$ cat config.mk
export PLATFORM = sky130hd
export DESIGN_NAME = result_seg7_display_flat
export DESIGN_NICKNAME = d
export VERILOG_FILES = /design/src/rtl/result_seg7_display_if.sv /design/src/rtl/result_seg7_display.sv /design/src/flat_wrapper.sv
export SDC_FILE = /design/constraint.sdc
export NUM_CORES = 1
export LEC_CHECK = 0
export ABC_AREA = 1
export CAP_MARGIN = 20
export CORE_UTILIZATION = 47
export CTS_BUF_LIST = sky130_fd_sc_hd__clkbuf_16
export CTS_CLUSTER_SIZE = 20
export DETAILED_ROUTE_END_ITERATION = 10
export GPL_ROUTABILITY_DRIVEN = 0
export HOLD_SLACK_MARGIN = 0.05
export PLACE_DENSITY = 0.72
export SETUP_SLACK_MARGIN = 0.5
export SYNTH_ARGS = -nofsm -noshare
export SYNTH_HDL_FRONTEND = slang
export SYNTH_SLANG_ARGS = --single-unit
$ cat constraint.sdc
create_clock -name clk -period 1.55 [get_ports clk]
set_input_delay 0.31 -clock clk [delete_from_list [all_inputs] [get_ports clk]]
set_output_delay 0.31 -clock clk [all_outputs]
set_load 0.1 [all_outputs]
$ cat src/rtl/result_seg7_display_if.sv
// Result/display bundle between the arithmetic stage (master) and the
// seven-segment display driver (slave).
interface result_seg7_display_if #(
    parameter int unsigned BITS = 16
);
    logic [BITS-1:0] result;
    logic            busy;
    logic            done;
    logic [19:0]     bcd_out;
    logic            ovf;
    logic [3:0]      an;
    logic [6:0]      seg;
    logic            dp;

    modport master (
        output result,
        input  busy, done, bcd_out, ovf, an, seg, dp
    );

    modport slave (
        input  result,
        output busy, done, bcd_out, ovf, an, seg, dp
    );
endinterface

$ cat src/rtl/result_seg7_display.sv
// Double-dabble binary-to-BCD converter driving a 4-digit common-anode display.
// Optional leading-zero blanking on digits 3..1 via `SEG7_LEADING_ZERO_BLANK_EN.
module result_seg7_display #(
    parameter int unsigned BITS     = 16,
    parameter int unsigned SCAN_DIV = 100000
) (
    input  logic                clk,
    input  logic                rst,
    result_seg7_display_if.slave bus
);

    localparam int unsigned SH_W   = BITS + 20;
    localparam int unsigned CNT_W  = 5;
    localparam int unsigned SCAN_W = (SCAN_DIV > 1) ? $clog2(SCAN_DIV) : 1;

    typedef enum logic [1:0] {
        S_IDLE,
        S_CONVERT,
        S_DONE
    } state_t;

    state_t            state_q, state_d;
    logic [BITS-1:0]   last_q, last_d;
    logic [SH_W-1:0]   shreg_q, shreg_d;
    logic [CNT_W-1:0]  cnt_q, cnt_d;
    logic [19:0]       bcd_q, bcd_d;
    logic              ovf_q, ovf_d;
    logic              done_q, done_d;
    logic              busy_q, busy_d;
    logic [19:0]       bcd_adj;

    logic [SCAN_W-1:0] scan_q, scan_d;
    logic [1:0]        idx_q, idx_d;
    logic [3:0]        an_q, an_d;
    logic [6:0]        seg_q, seg_d;
    logic              dp_q, dp_d;
    logic [3:0]        digit;

    function automatic logic [6:0] seg_pattern(input logic [3:0] d);
        case (d)
            4'd0:    seg_pattern = 7'b1000000;
            4'd1:    seg_pattern = 7'b1111001;
            4'd2:    seg_pattern = 7'b0100100;
            4'd3:    seg_pattern = 7'b0110000;
            4'd4:    seg_pattern = 7'b0011001;
            4'd5:    seg_pattern = 7'b0010010;
            4'd6:    seg_pattern = 7'b0000010;
            4'd7:    seg_pattern = 7'b1111000;
            4'd8:    seg_pattern = 7'b0000000;
            4'd9:    seg_pattern = 7'b0010000;
            default: seg_pattern = 7'b1111111;
        endcase
    endfunction

    // Conversion FSM
    always_comb begin
        state_d = state_q;
        last_d  = last_q;
        shreg_d = shreg_q;
        cnt_d   = cnt_q;
        bcd_d   = bcd_q;
        ovf_d   = ovf_q;
        done_d  = 1'b0;
        bcd_adj = '0;
        case (state_q)
            S_IDLE: begin
                if (bus.result != last_q) begin
                    last_d  = bus.result;
                    shreg_d = {20'b0, bus.result};
                    cnt_d   = '0;
                    state_d = S_CONVERT;
                end
            end
            S_CONVERT: begin
                // add-3 on every nibble >= 5 before the shift of this edge
                bcd_adj = shreg_q[SH_W-1:BITS];
                for (int unsigned i = 0; i < 5; i++) begin
                    if (bcd_adj[i*4 +: 4] >= 4'd5)
                        bcd_adj[i*4 +: 4] = bcd_adj[i*4 +: 4] + 4'd3;
                end
                shreg_d = {bcd_adj, shreg_q[BITS-1:0]} << 1;
                cnt_d   = cnt_q + 5'd1;
                if (cnt_q == CNT_W'(BITS - 1))
                    state_d = S_DONE;
            end
            S_DONE: begin
                bcd_d   = shreg_q[SH_W-1:BITS];
                ovf_d   = (shreg_q[SH_W-1 -: 4] != 4'd0);
                done_d  = 1'b1;
                state_d = S_IDLE;
            end
            default: state_d = S_IDLE;
        endcase
        busy_d = (state_d != S_IDLE);
    end

    // Digit scan, independent of the converter
    always_comb begin
        scan_d = scan_q + SCAN_W'(1);
        idx_d  = idx_q;
        if (scan_q == SCAN_W'(SCAN_DIV - 1)) begin
            scan_d = '0;
            idx_d  = idx_q + 2'd1;
        end
        digit = bcd_q[{idx_q, 2'b00} +: 4];
        an_d  = ~(4'b0001 << idx_q);
        seg_d = seg_pattern(digit);
`ifdef SEG7_LEADING_ZERO_BLANK_EN
        case (idx_q)
            2'd1: if (bcd_q[15:4]  == 12'd0 && !ovf_q) seg_d = '1;
            2'd2: if (bcd_q[15:8]  == 8'd0  && !ovf_q) seg_d = '1;
            2'd3: if (bcd_q[15:12] == 4'd0  && !ovf_q) seg_d = '1;
            default: ;
        endcase
`else
`endif
        dp_d = ~ovf_q;
    end

    always_ff @(posedge clk) begin
        if (!rst) begin
            state_q <= S_IDLE;
            last_q  <= '0;
            shreg_q <= '0;
            cnt_q   <= '0;
            bcd_q   <= '0;
            ovf_q   <= 1'b0;
            done_q  <= 1'b0;
            busy_q  <= 1'b0;
            scan_q  <= '0;
            idx_q   <= '0;
            an_q    <= '1;
            seg_q   <= '1;
            dp_q    <= 1'b1;
        end else begin
            state_q <= state_d;
            last_q  <= last_d;
            shreg_q <= shreg_d;
            cnt_q   <= cnt_d;
            bcd_q   <= bcd_d;
            ovf_q   <= ovf_d;
            done_q  <= done_d;
            busy_q  <= busy_d;
            scan_q  <= scan_d;
            idx_q   <= idx_d;
            an_q    <= an_d;
            seg_q   <= seg_d;
            dp_q    <= dp_d;
        end
    end

    assign bus.busy    = busy_q;
    assign bus.done    = done_q;
    assign bus.bcd_out = bcd_q;
    assign bus.ovf     = ovf_q;
    assign bus.an      = an_q;
    assign bus.seg     = seg_q;
    assign bus.dp      = dp_q;

endmodule

$ cat src/flat_wrapper.sv
// flat-port wrapper written by rule: the top's interface ports become plain ports
module result_seg7_display_flat 
#(
    parameter int unsigned BITS     = 16,
    parameter int unsigned SCAN_DIV = 100000
)
  (clk, rst, bus_result, bus_busy, bus_done, bus_bcd_out, bus_ovf, bus_an, bus_seg, bus_dp);
  result_seg7_display_if #(.BITS(BITS)) bus_i ();
  input  logic clk;
  input  logic rst;
  input wire logic [$bits(bus_i.result)-1:0] bus_result;
  output wire logic [$bits(bus_i.busy)-1:0] bus_busy;
  output wire logic [$bits(bus_i.done)-1:0] bus_done;
  output wire logic [$bits(bus_i.bcd_out)-1:0] bus_bcd_out;
  output wire logic [$bits(bus_i.ovf)-1:0] bus_ovf;
  output wire logic [$bits(bus_i.an)-1:0] bus_an;
  output wire logic [$bits(bus_i.seg)-1:0] bus_seg;
  output wire logic [$bits(bus_i.dp)-1:0] bus_dp;
  assign bus_i.result = bus_result;
  assign bus_busy = bus_i.busy;
  assign bus_done = bus_i.done;
  assign bus_bcd_out = bus_i.bcd_out;
  assign bus_ovf = bus_i.ovf;
  assign bus_an = bus_i.an;
  assign bus_seg = bus_i.seg;
  assign bus_dp = bus_i.dp;
  result_seg7_display #(.BITS(BITS), .SCAN_DIV(SCAN_DIV)) u_core (.clk(clk), .rst(rst), .bus(bus_i));
endmodule
==> results of run 1 <==
cell usage after synthesis:
library cell,count
nand3b_1,1
buf_6,3
inv_1,94
inv_2,1
nor2_1,97
nand2_2,1
buf_12,3
buf_1,2
buf_4,2
xor2_1,6
clkbuf_2,1
dfxtp_1,113
o21ai_1,6
nand2_1,144
o211ai_1,1
nand2_4,1
nor3_1,7
nand3_1,44
buf_2,4
a21oi_1,59
nor3b_1,4
buf_8,1
nor2_2,5
a21oi_2,26
nand3_2,25
a211oi_1,1
ha_1,23
or2_2,3
nand4_1,11
nor4_1,2
xnor2_1,1
a32oi_1,1
clkbuf_1,19
o21ai_0,70
stage by stage:
step                area, um2  instances  utilization  hold slack (ps)
global placement         7186        976       0.6187            404.9
finish                   9244       1077       0.7959            235.4
CTS                      8386       1047       0.7220            195.3
floorplan                6052        782            -            418.9
detailed placement       7186        976       0.6187            407.7
global route             9244       1077       0.7959            254.8
cell families after synthesis:
logic type	share of synthesized area
xor+xnor	0.01072
simple gates	0.2792
compound gates	0.1621
fa+ha+maj	0.05032
buf+inv	0.1022
flops	0.3955
area by class of cell:
class,instances,area (um2)
fill,640,2370
timing repair buffer,152,2069
tap,143,178.9
clock buffer,18,450.4
multi-input combinational,542,3671
inverter,95,369.1
clock inverter,14,96.34
sequential,113,2409
final timing paths:
path / start / end / slack (ps)
setup / recovery: u_core.scan_q[1] / u_core.scan_q[16] / -80
hold / removal: rst / u_core.bus.dp / 240
setup reg to reg: u_core.scan_q[1] / u_core.scan_q[16] / -80
hold reg to reg: u_core.last_q[13] / u_core.last_q[13] / 470
report_power, final:
part | switching (mW) | internal [mW]
Clock | 1.42 | 2.24
Sequential | 0.0710 | 2.98
Combinational | 0.611 | 0.434
what timing repair did:
action | 4_1_cts | 5_1_grt
hold endpoints to repair | 0 | 0
pin swaps | 31 | 58
endpoints found under the setup margin | 142 | 142
buffers inserted | 30 | 22
hold buffers | 0 | 0
cloned | 9 | 8
resized for setup | 83 | 164
sequential cells by signal (all words and copies together), names as in the netlist:
| name | count |
|---|---|
| u_core.shreg_q | 36 |
| u_core.bus.bcd_out | 20 |
| u_core.scan_q | 17 |
| u_core.last_q | 16 |
| u_core.bus.seg | 7 |
| u_core.cnt_q | 5 |
| u_core.bus.an | 4 |
| u_core.idx_q | 2 |
| u_core.state_q | 2 |
| u_core.bus.busy | 1 |
| u_core.bus.done | 1 |
| u_core.bus.dp | 1 |
| u_core.bus.ovf | 1 |
worst max-delay path, cell delays in order, from the launching register on:
cell	delay (ps)
dfxtp_4	360
ha_4	140
nand2_4	60
nor2_4	120
nand4_1	140
nor2_2	180
nand2_2	100
nor2_4	150
nand2_1	100
nand2_1	100
a21oi_2	50
metal layers:
metal / track usage / wire, um / share of wire / up-vias
li1: - / - / - / 2832
met1: 0.2865 / 7591 / 0.40 / 2895
met2: 0.4472 / 9888 / 0.52 / 204
met5: 0 / 0 / 0 / -
met3: 0.05886 / 861 / 0.046 / 55
met4: 0.1049 / 548 / 0.029 / 0
==> metrics.txt, run 1 <==
clock-pin transition on the worst setup and hold timing paths=around 60 ps; Worst-Skew Late Latency=430 ps; htree depth=4; Final period util=1.049; Cell Area, Synth=5719 um2; Arr. time, crit path=1950 ps; Rel. slew slack=0.6712; core area=11,610 um2; Yosys top cell area share=0.3955; critical path fanouts, max=4; pin count of the biggest net entering global routing=around 60; top area cells in the synthesized netlist=dfxtp_1, nand2_1, nor2_1; #FFs+latches synth=approximately 110; CTS tree=done; vias in the first global route=between 5k and 6k; Antenna Nets Post-Route=0; port buffer count=52; sequential share of the synthesized area=0.3955; peak supply drop=0.6995 mV; CP startpoint kind=flop; WHS Path Cells=2; total number of vias=roughly 6.0k; Routed WL=between 15,000 and 20,000 um; syn avg cell area=7.314 um2; Mapped Cells=approximately 780; FP Rows=39; power density cells=838.7 nW/um2; die width=112.3 um; Area growth syn-to-layout=61.63%; routed len/inst=17.54 um; outcome=finished, violations left; Final HPWL DP=9036 um; global route overflow=0; post-synth top area cell=dfxtp_1; WP data required=around 1900 ps; Tot Pwr=7.753 mW; most common cell after layout, fill and taps aside=nand2_1; number of remaining DRC errors=6; RSZ-0062 raised after global routing=true; initial antenna violation count=0; antenna cells=0; worst reg-to-reg path cell count=10; Setup-failing EPs final=21; total CTS buffers=17; Synthesis Warnings=0; syn_nets=approximately 820; minimum clock period=1625 ps; most frequent cells in the layout=nand2_1, nor2_1, inv_1; worst-margin pin slew=~490 ps; final worst setup slack=-75.41 ps; DR iter-0 viols=about 500; Worst Skew=approximately 8.3 ps; nets@finish=~960; endpoint class of the critical path=flop; Slew Viols, Final=0; via/cell ratio=between 5 and 6; layout cell share with drive strength beyond 1=0.4679; die height=approximately 110 um; dpl ws=-460.8 ps; Fin Setup TNS=-398.3 ps; first-pass GRT wire length=25,230 um; Pre-antenna DRT Iters=8; final hold vios=0; number of max-cap violations=0; Leak=about 3.7 nW; CTS root buf=clkbuf_16; gr usage total=0.2503; Initial Utilization=0.4925; HP Class=in -> reg; Ports=between 50 and 60; Setup Crit Path Kind=reg -> reg; violated checks=DRC, setup timing; Die Area=12,610 um2; Max Buffers Root-to-Sink=2; FMAX=615.2 MHz; clk sinks=about 110; count of cell types in the netlist=34
Note: power is estimated with default switching activity, not from simulation.
==> run 2, diff against run 1 <==
SKIP_LAST_GASP = 1   (was unset)
==> run 2 against run 1 <==
- the flow still finishes with violations (DRC, setup timing)
- worst hold slack worse by 4.4 ps
- clock skew is 1.7 ps lower
- largest cell class unchanged
- sequential cell count stayed put
- critical path depth is 1 higher
- combinational power hardly changed
- largest power group unchanged
- fmax is 0.54% lower
- power is 0.82% lower
- sequential power hardly changed
- cell count stayed put
- non-clock buffer count stayed put
- critical path type unchanged
- sequential share of layout area is 0.42 points higher
==> metrics.txt, run 2 (synthesis results as in run 1) <==
die width=between 100 and 150 um; crit path to=u_core.scan_q[5]; vias in the first global route=between 5k and 6k; CP startpoint kind=flop; layout cell share with drive strength beyond 1=0.4390; CP startpoint=u_core.scan_q[1]; Antenna Nets Post-Route=0; WP data required=between 1500 and 2000 ps; Area growth syn-to-layout=59.09%; grt met3 use=0.05886; DR iter-0 viols=roughly 380; Worst-Skew Late Latency=430 ps; Arr. time, crit path=just under 2000 ps; grt peak-use layer=met2; FMAX=between 600 and 700 MHz; Ports=53; total CTS buffers=17; clock-pin transition on the worst setup and hold timing paths=about 50 ps; RSZ-0062 raised after global routing=true; routed len/inst=about 17 um; WHS=231.0 ps; global route overflow=0; initial antenna violation count=0; final worst setup slack=-84.25 ps; Routed WL=17,980 um; CTS root buf=clkbuf_16; Final HPWL DP=between 9000 and 10,000 um; WHS Path Cells=2; FP Rows=39; sequential share of power=0.396; core area=roughly 12,000 um2; die height=112.3 um; Final period util=1.054; first-pass GRT wire length=approximately 25,000 um; Setup Crit Path Kind=reg -> reg; final hold vios=0; most frequent cells in the layout=nand2_1, nor2_1, inv_1; # fillers=between 600 and 700; via/cell ratio=roughly 5.5; number of remaining DRC errors=6; power density cells=between 800 and 900 nW/um2; antenna cells=0; Cell Int Power=~5.7 mW; Leak=roughly 3.7 nW; Die Area=approximately 13,000 um2; grt met2 use=0.4472; Worst R2R End=u_core.scan_q[5]; met1 global-route usage=0.2865; Placed Area=7186 um2; gr usage total=0.2503; RR Startpoint=u_core.scan_q[1]; outcome=finished, violations left; minimum clock period=roughly 1600 ps; Net Switching=a little over 2 mW; Initial Utilization=0.4925; violated checks=DRC, setup timing; htree depth=4; Worst Skew=~6.6 ps; port buffer count=52; power share of the clock group=0.470; Pre-antenna DRT Iters=8; endpoint class of the critical path=flop; nets@finish=962; Sw Ratio=0.2648; worst reg-to-reg path cell count=11; pin count of the biggest net entering global routing=61; HP Class=in -> reg; critical path fanouts, max=2; clk sinks=about 110; peak supply drop=~0.70 mV; Rel. slew slack=0.6788; combinational power share=0.133; worst-margin pin slew=~480 ps; Setup-failing EPs final=22; most common cell after layout, fill and taps aside=nand2_1; Max Buffers Root-to-Sink=2; Largest register FFs=36; CTS tree=done; Largest Register=u_core.shreg_q; Slew Viols, Final=0; register-to-register setup slack=-80 ps; total number of vias=5,958; Layout Cell Area excl Fill=between 9000 and 10,000 um2; number of max-cap violations=0
run 2: worst max-delay path, stage by stage, from the launching register on:
cell and delay [ps]:
dfxtp_4 360, buf_6 110, buf_6 100, nand3_4 90
nor2_4 50, buf_4 130, buf_4 120, buf_4 130
buf_6 110, buf_6 110, xnor2_2 150, nor2_1 70
run 2: worst min path at each step:
stage	start	endpoint	slack, ps
after floorplan	u_core.scan_q[0]	u_core.scan_q[0]	420
after global placement	u_core.bus.ovf	u_core.bus.dp	400
after detailed placement	u_core.bus.ovf	u_core.bus.dp	410
after CTS	rst	u_core.bus.dp	200
after global routing	rst	u_core.bus.dp	240
final	rst	u_core.bus.dp	230
run 2: power by group through the flow:
stage | sequential, mW | clock (mW) | combinational (mW)
3_3_place_gp | 3.11 | 0 | 0.781
3_5_place_dp | 3.11 | 0 | 0.805
5_1_grt | 3.06 | 3.77 | 1.11
6_report | 3.05 | 3.62 | 1.03
4_1_cts | 3.05 | 3.60 | 0.916
2_1_floorplan | 3.18 | 0 | 0.496
run 2: cell type report:
type                    instances  area [um2]  area share
clock buffers                  18       450.4     0.04950
clock inverters                14       96.34     0.01059
inverters                      95       369.1     0.04057
multi-input cells             542        3545      0.3896
flip-flops and latches        113        2409      0.2647
well taps                     143       178.9     0.01966
repair buffers                152        2051      0.2254
run 2: per-stage QoR:
stage / utilization / setup TNS [ps] / total power [mW] / setup WS (ps) / std cells
detailed placement: 0.6187 / -24490 / 3.918 / -460.8 / 976
floorplan: - / 0 / 3.677 / 160.9 / 782
global placement: 0.6187 / -22310 / 3.887 / -416.2 / 976
global route: 0.7835 / -7766 / 7.933 / -187.0 / 1077
CTS: 0.7220 / 0 / 7.561 / 25.71 / 1047
finish: 0.7835 / -505.9 / 7.689 / -84.25 / 1077
run 2: layer usage:
layer	wire length, um	share of wire
met5	0	0
met4	610	0.034
met3	831	0.046
met2	9345	0.52
met1	7195	0.40
run 2: what timing repair did:
action	in CTS	in global routing
hold buffers	0	0
gates cloned	9	8
setup endpoints to repair	142	142
gates resized for setup	83	117
setup buffers	30	22
pin swaps	31	55
